### src/rtl/mdu_iter.sv
// Iterative RV64M multiply/divide unit.
// One radix-2 step per cycle: shift-add multiply, restoring divide, both on operand
// magnitudes with a sign fix-up on the final step. *W ops run 32 steps on src[31:0]
// and sign-extend the 32-bit result. Divide-by-zero and signed overflow can finish
// without iterating (EARLY_OUT=1).
module mdu_iter #(
    parameter int XLEN      = 64,
    parameter bit EARLY_OUT = 1'b1
) (
    input  logic            clock,
    input  logic            reset,
    input  logic            flush,
    input  logic            in_valid,
    output logic            in_ready,
    input  logic [2:0]      in_op,
    input  logic            in_word,
    input  logic [XLEN-1:0] in_src1,
    input  logic [XLEN-1:0] in_src2,
    output logic            out_valid,
    input  logic            out_ready,
    output logic [XLEN-1:0] out_result
);

    localparam int            CW        = $clog2(XLEN);
    localparam bit            HAS_WORD  = (XLEN == 64);
    localparam logic [CW-1:0] LAST_FULL = CW'(XLEN - 1);
    localparam logic [CW-1:0] LAST_WORD = CW'(31);

    typedef enum logic [1:0] {IDLE, CALC, DONE} state_t;

    state_t          state;
    logic [CW-1:0]   cnt;

    // Operation context latched on accept
    logic [2:0]      op_q;
    logic            word_q;
    logic            neg_q;       // final result (high product / quotient / remainder) is negative
    logic            spec_q;      // divide-by-zero or overflow: result is spec_res_q
    logic [XLEN-1:0] spec_res_q;

    // Iteration registers: {hi,lo} is the product or {remainder, dividend/quotient}
    logic [XLEN-1:0] hi, lo;
    logic [XLEN-1:0] opnd;        // multiplicand or divisor magnitude

    function automatic logic [XLEN-1:0] sext32(input logic [31:0] v);
        logic signed [XLEN-1:0] t;
        t = $signed(v);
        return t;
    endfunction

    logic            accept;
    logic            word_w, is_div, sgn1, sgn2, a_neg, b_neg, div0, ovf, special, neg_w;
    logic [XLEN-1:0] x1, x2, z1, z2, mag1, mag2, min_w, special_res, dvd_load;

    assign in_ready = (state == IDLE) && !reset && !flush;
    assign accept   = in_valid && in_ready;

    // Decode the incoming op: signedness, operand magnitudes and boundary cases
    always_comb begin
        // NOTE: every always_comb output gets a default first so no path can infer a latch.
        sgn1 = 1'b0;
        sgn2 = 1'b0;
        word_w = in_word && HAS_WORD;
        is_div = in_op[2];
        if (is_div) begin
            sgn1 = !in_op[0];
            sgn2 = !in_op[0];
        end else if (!word_w) begin
            sgn1 = (in_op == 3'd1) || (in_op == 3'd2);
            sgn2 = (in_op == 3'd1);
        end
        x1 = word_w ? sext32(in_src1[31:0]) : in_src1;
        x2 = word_w ? sext32(in_src2[31:0]) : in_src2;
        z1 = in_src1;
        z2 = in_src2;
        if (word_w) begin
            z1 = '0;
            z2 = '0;
            z1[31:0] = in_src1[31:0];
            z2[31:0] = in_src2[31:0];
        end
        a_neg = sgn1 && x1[XLEN-1];
        b_neg = sgn2 && x2[XLEN-1];
        mag1  = a_neg ? -x1 : z1;
        mag2  = b_neg ? -x2 : z2;
        // Word dividend sits at the top of lo so its MSB is shifted out first
        dvd_load = word_w ? (mag1 << (XLEN - 32)) : mag1;

        min_w = '0;
        min_w[XLEN-1] = 1'b1;
        if (word_w) min_w = sext32(32'h8000_0000);
        div0    = (x2 == '0);
        ovf     = is_div && !in_op[0] && (x1 == min_w) && (x2 == '1);
        special = is_div && (div0 || ovf);
        if (div0) special_res = in_op[1] ? x1 : '1;
        else      special_res = in_op[1] ? '0 : x1;
        neg_w = (is_div && in_op[1]) ? a_neg : (a_neg ^ b_neg);
    end

    logic [XLEN:0]   mul_sum, div_shift;
    logic            div_ge, last;
    logic [XLEN-1:0] hi_n, lo_n, mul_res, div_q, div_r, div_res, final_res;

    // One iteration step plus the sign fix-up applied on the last step
    always_comb begin
        mul_sum   = {1'b0, hi} + (lo[0] ? {1'b0, opnd} : '0);
        div_shift = {hi, lo[XLEN-1]};
        div_ge    = div_shift >= {1'b0, opnd};
        if (op_q[2]) begin
            hi_n = div_ge ? (div_shift[XLEN-1:0] - opnd) : div_shift[XLEN-1:0];
            lo_n = {lo[XLEN-2:0], div_ge};
        end else begin
            hi_n = mul_sum[XLEN:1];
            lo_n = {mul_sum[0], lo[XLEN-1:1]};
        end
        last = (cnt == (word_q ? LAST_WORD : LAST_FULL));

        // Word product lands at {hi,lo}[XLEN-32 +: 64]; its low half is lo's top 32 bits
        if (word_q)               mul_res = sext32(lo_n[XLEN-1 -: 32]);
        else if (op_q[1:0] == 0)  mul_res = lo_n;
        else if (neg_q)           mul_res = ~hi_n + XLEN'(lo_n == '0);
        else                      mul_res = hi_n;

        div_q   = neg_q ? -lo_n : lo_n;
        div_r   = neg_q ? -hi_n : hi_n;
        div_res = op_q[1] ? div_r : div_q;
        if (word_q) div_res = sext32(div_res[31:0]);

        final_res = spec_q ? spec_res_q : (op_q[2] ? div_res : mul_res);
    end

    // Datapath registers: loaded on accept, stepped while calculating
    always_ff @(posedge clock) begin
        // NOTE: datapath registers have no reset; they are always loaded on accept before use.
        if (accept) begin
            op_q       <= in_op;
            word_q     <= word_w;
            neg_q      <= neg_w;
            spec_q     <= special;
            spec_res_q <= special_res;
            hi         <= '0;
            lo         <= is_div ? dvd_load : mag2;
            opnd       <= is_div ? mag2 : mag1;
        end else if (state == CALC) begin
            hi <= hi_n;
            lo <= lo_n;
        end
    end

    // Control FSM with registered result handshake; flush and reset override everything
    always_ff @(posedge clock) begin
        // NOTE: sequential state uses non-blocking assignments so all registers update together.
        if (reset) begin
            state      <= IDLE;
            cnt        <= '0;
            out_valid  <= 1'b0;
            out_result <= '0;
        end else if (flush) begin
            state     <= IDLE;
            cnt       <= '0;
            out_valid <= 1'b0;
        end else begin
            case (state)
                IDLE: begin
                    cnt <= '0;
                    if (accept) begin
                        if (EARLY_OUT && special) begin
                            state      <= DONE;
                            out_valid  <= 1'b1;
                            out_result <= special_res;
                        end else begin
                            state <= CALC;
                        end
                    end
                end
                CALC: begin
                    if (last) begin
                        state      <= DONE;
                        cnt        <= '0;
                        out_valid  <= 1'b1;
                        out_result <= final_res;
                    end else begin
                        cnt <= cnt + 1'b1;
                    end
                end
                DONE: begin
                    if (out_ready) begin
                        state     <= IDLE;
                        out_valid <= 1'b0;
                    end
                end
                default: state <= IDLE;
            endcase
        end
    end

endmodule

### config.mk
export PLATFORM = sky130hd
export DESIGN_NAME = mdu_iter
export DESIGN_NICKNAME = d
export VERILOG_FILES = /design/src/rtl/mdu_iter.sv
export SDC_FILE = /design/constraint.sdc
export NUM_CORES = 2
export LEC_CHECK = 0
export BUFFER_PORTS_ARGS = -buffer_cell sky130_fd_sc_hd__buf_2
export CORE_ASPECT_RATIO = 0.5
export CORE_UTILIZATION = 25
export CTS_BUF_LIST = sky130_fd_sc_hd__clkbuf_4 sky130_fd_sc_hd__clkbuf_8 sky130_fd_sc_hd__clkbuf_16
export DETAILED_ROUTE_END_ITERATION = 8
export PLACE_DENSITY = 0.39
export SETUP_SLACK_MARGIN = 0.1
export SLEW_MARGIN = 10
export SYNTH_ARGS = -nofsm -noshare
export SYNTH_HDL_FRONTEND = slang
export SYNTH_SLANG_ARGS = --single-unit
### constraint.sdc
create_clock -name clock -period 9.7 [get_ports clock]
set_input_delay 0.485 -clock clock [delete_from_list [all_inputs] [get_ports clock]]
set_output_delay 0.485 -clock clock [all_outputs]
set_load 0.005 [all_outputs]
==> metrics.md <==
| Metric | Value |
|---|---|
| Syn. warnings | `0` |
| Final period demand of the worst path | `8.781 ns` |
| Fin Clk Skew | `approximately 0.033 ns` |
| Number of vias after detailed routing | `around 44000` |
| Maximum vdd ir drop | `117.9 µV` |
| Count of flip-flops with a built-in enable after synthesis | `198` |
| Worst setup timing slack at the placement stage | `~1.4 ns` |
| Number of buffers inserted by post-CTS setup repair | `0` |
| Most used standard cells in the synthesized netlist | `nand2_1, nor2_1, a21oi_1` |
| WP data arrival | `between 9 and 10 ns` |
| Root buffer selected by CTS | `clkbuf_16` |
| Area after DPL | `slightly above 40000 µm²` |
| Count of unique library cells instantiated by Yosys | `112` |
| Yosys top cell by area | `edfxtp_1` |
| DPL Wire Length | `203.4 mm` |
| Register area share after synthesis | `a little under a quarter` |
| Setup-failing EPs final | `0` |
| Initial antenna violation count | `28` |
| Global-route total usage across every layer | `approximately a third` |
| Total Power | `about 0.007 W` |
| Max_cap viols | `0` |
| Post-Synthesis Mean Instance Area | `about 7.3 µm²` |
| Adder and majority gate portion of the synthesized area | `4.740%` |
| Number of hold buffers added after cts | `0` |
| Reg-to-reg setup timing slack | `between 0.9 and 1 ns` |
| Post-synth design cell area | `37160 µm²` |
| PwrDens | `about 160 nW/µm²` |
| Final routed wirelength across all metal layers | `about 250 mm` |
| Grt total ovfl | `0` |
| Share of synthesized cell area in and, or, nand and nor gates | `24.39%` |
| Period utilisation layout | `between 90% and 100%` |
| Hold Path Class | `in2reg` |
| Wire length of the first global-routing pass | `343.0 mm` |
| Number of hold-slack violations in the final timing report | `0` |
| Combinational family with the most area after synthesis | `compound AO/OA/AOI/OAI gates` |
| Post-synthesis cell count | `5078` |
| Clock transition at the registers of the reported paths | `roughly 0.07 ns` |
| Die extent in x | `about 550 µm` |
| Max Fanout on Critical Path | `12` |
| Capture point of the worst reg-to-reg path | `out_result[60]$_SDFFE_PP0P_` |
| Resized cells post-CTS | `0` |
| Cell types occupying the most area after synthesis | `edfxtp_1, dfxtp_1, a21oi_1, nand2_1, nor2_1` |
| RSZ-0062 raised after global routing | `false` |
| Area of the die | `between 150000 and 200000 µm²` |
| DRC violations left | `0` |
| Starting utilization of the core area | `roughly a quarter` |
| Mean routed wirelength per cell | `between 30 and 40 µm` |
| Total clock buffers created by CTS | `slightly above 40` |
| TritonCTS clock tree | `yes` |
| Post-synthesis xor/xnor area fraction | `under 10%` |
| Proportion of netlist area held by the largest area contributor | `16.00%` |
| Final nets | `~5400` |
| Sum of negative setup slack | `0 ns` |
| Worst r2r src | `hi[7]$_SDFFE_PP0P_` |
| Core Region | `about 150000 µm²` |
| Count of TritonRoute iterations in the first routing pass | `6` |
| Weighted congestion at the end of routability-driven global placement | `1.009` |
| Growth of design area from synthesis to finish | `13.02%` |
| Cell depth of the worst flop-to-flop path | `26` |
| Final core occ | `28.64%` |
| Initial DRC count | `6062` |
| Num Clock Sinks | `approximately 340` |
| Average via count per standard cell | `~6.2` |
| Pleak | `roughly 15 nW` |
| Number of buffer cells added on primary ports | `between 200 and 250` |
| Crit path launch type | `flip-flop` |
| Last element of the critical path | `out_result[60]$_SDFFE_PP0P_` |
| Worst-case clock buffer depth | `3` |
| Slew at the pin closest to its max-slew limit | `roughly 1.4 ns` |
| Most used standard cell by instance count after synthesis | `nand2_1` |
| Compound-Gate Fraction of Synth Area | `between 30% and 40%` |
| Largest net degree at the start of global routing | `101` |
| Result of the run | `finished clean` |
| Post-DRT Antenna Nets | `0` |
| Synth async-reset ratio | `0%` |
| Multiplexer share of the synthesized area | `between 3 and 4%` |
| Vias in the first global route | `between 40000 and 50000` |
| Final WS setup | `0.9186 ns` |
| Nature of the critical path endpoint | `flip-flop` |
| Crit. Startpoint | `hi[7]$_SDFFE_PP0P_` |
| Number of standard-cell rows in the floorplan | `just under 100` |
| Max-slew violation count | `0` |
| Setup Crit Path Kind | `reg2reg` |
| Synthesized flop and latch total | `about 340` |
| Highest achievable clock rate | `113.9 MHz` |
| Top_reg_cell synth | `edfxtp_1` |
| Clock H-tree levels | `2` |
| Net count after synthesis | `about 5400` |
| Vertical extent of the die | `274.6 µm` |
| Required time at the worst-slack endpoint | `around 10 ns` |
| Insertion delay of the later-clocked pin in the worst-skew pair | `approximately 0.65 ns` |
| Relative max-transition margin | `5.975%` |
| Layout cells sized above 1 | `11.30%` |
| Design Area, Final | `between 40000 and 50000 µm²` |
| Number of I/O pins | `about 200` |
state kept, by name (all words and copies together), names as in the netlist:
register / cells
spec_q: 1
out_result: 64
word_q: 1
opnd: 64
spec_res_q: 64
cnt: 6
hi: 64
neg_q: 1
out_valid: 1
op_q: 3
state: 2
lo: 64
layer usage:
layer	vias to the layer above	GRT usage (%)	wire length, µm	share of wire [%]
li1	19025	-	-	-
met1	22277	45.84	115000	45
met2	2335	47.74	103500	41
met3	355	9.210	27250	11
met4	26	9.281	8063	3.2
met5	-	0	352	0.14
stage by stage:
step	instances	hold slack, ns
global route	7136	0.1309
floorplan	5078	0.4465
detailed placement	7059	0.4452
global placement	7059	0.4412
CTS	7135	0.1139
finish	7143	0.1333
placed cells by master (no fill, tap or decap), types with 22 or more instances in the layout:
cell | netlist | layout
a211oi_1 | 86 | 86
a21o_1 | 60 | 60
a21oi_1 | 498 | 497
a221oi_1 | 28 | 28
a22o_1 | 22 | 22
a31oi_1 | 50 | 50
and2_1 | 86 | 86
and3_1 | 49 | 49
buf_2 | 52 | 200
buf_4 | 3 | 162
clkbuf_16 | 0 | 41
dfxtp_1 | 137 | 137
edfxtp_1 | 198 | 198
ha_1 | 136 | 136
inv_1 | 141 | 140
mux2_2 | 27 | 27
mux2i_1 | 95 | 94
nand2_1 | 550 | 549
nand2b_1 | 27 | 26
nand3_1 | 119 | 119
nand4_1 | 107 | 107
nor2_1 | 544 | 538
nor2b_1 | 22 | 22
nor3_1 | 138 | 137
nor4_1 | 53 | 50
o211ai_1 | 86 | 86
o21a_1 | 52 | 52
o21ai_0 | 387 | 373
o21ai_1 | 17 | 31
o21bai_1 | 30 | 30
o221ai_1 | 27 | 27
o22ai_1 | 27 | 26
o31ai_1 | 71 | 71
o41ai_1 | 36 | 36
or2_2 | 27 | 27
or3_1 | 75 | 75
or4_1 | 26 | 25
xnor2_1 | 188 | 188
xor2_1 | 164 | 164
final cells by class:
| class | instances | area (µm²) |
|---|---|---|
| antenna | 7 | 17.52 |
| fill | 16232 | 104700 |
| multi-input combinational | 4241 | 26570 |
| timing repair buffer | 368 | 2328 |
| sequential | 335 | 8688 |
| inverter | 147 | 558.0 |
| tap | 1969 | 2464 |
| clock buffer | 62 | 1196 |
| clock inverter | 14 | 182.7 |
worst min path at each step:
stage	from	endpoint	depth (start not counted)
after CTS	reset	out_result[0]$_SDFFE_PP0P_	2
after global placement	out_result[1]$_SDFFE_PP0P_	out_result[1]$_SDFFE_PP0P_	2
final	out_ready	state[1]$_SDFFE_PP0P_	4
after floorplan	out_result[33]$_SDFFE_PP0P_	out_result[33]$_SDFFE_PP0P_	2
after detailed placement	out_result[1]$_SDFFE_PP0P_	out_result[1]$_SDFFE_PP0P_	2
after global routing	out_ready	state[1]$_SDFFE_PP0P_	4
critical path, cell delays in order (launching register included):
cell	delay, ns
dfxtp_1	0.37
ha_1	0.48
a21o_1	0.29
a31oi_1	0.29
o221a_2	0.30
a31oi_2	0.17
a21oi_2	0.21
o211ai_1	0.28
o21ai_0	0.27
ha_1	0.30
nand4b_1	0.09
or3_1	0.47
or3_1	0.54
or2_2	0.39
nor2_1	0.12
nand2_1	0.11
nor3_1	0.73
ha_1	0.29
o31ai_1	0.14
nor3_1	0.48
nand3_1	0.34
nor4_1	0.69
nand4_1	0.17
o21ai_1	0.18
xor2_1	0.59
nand4_1	0.17
a22oi_1	0.20
cells by family after synthesis:
group                      count (synthesis)
and+or+nand+nor                         1900
AOI/OAI and AO/OA                       1726
buffers and inverters                    502
xor gates and xnor gates                 352
DFF                                      335
adders and majority gates                140
muxes                                    123
power breakdown:
group	internal [W]	leakage [nW]	switching (W)
logic	0.000965	11.8	0.00255
registers	0.00161	2.96	0.0000961
clock network	0.000922	0.690	0.000776
Power figures use the tool's default switching activity.
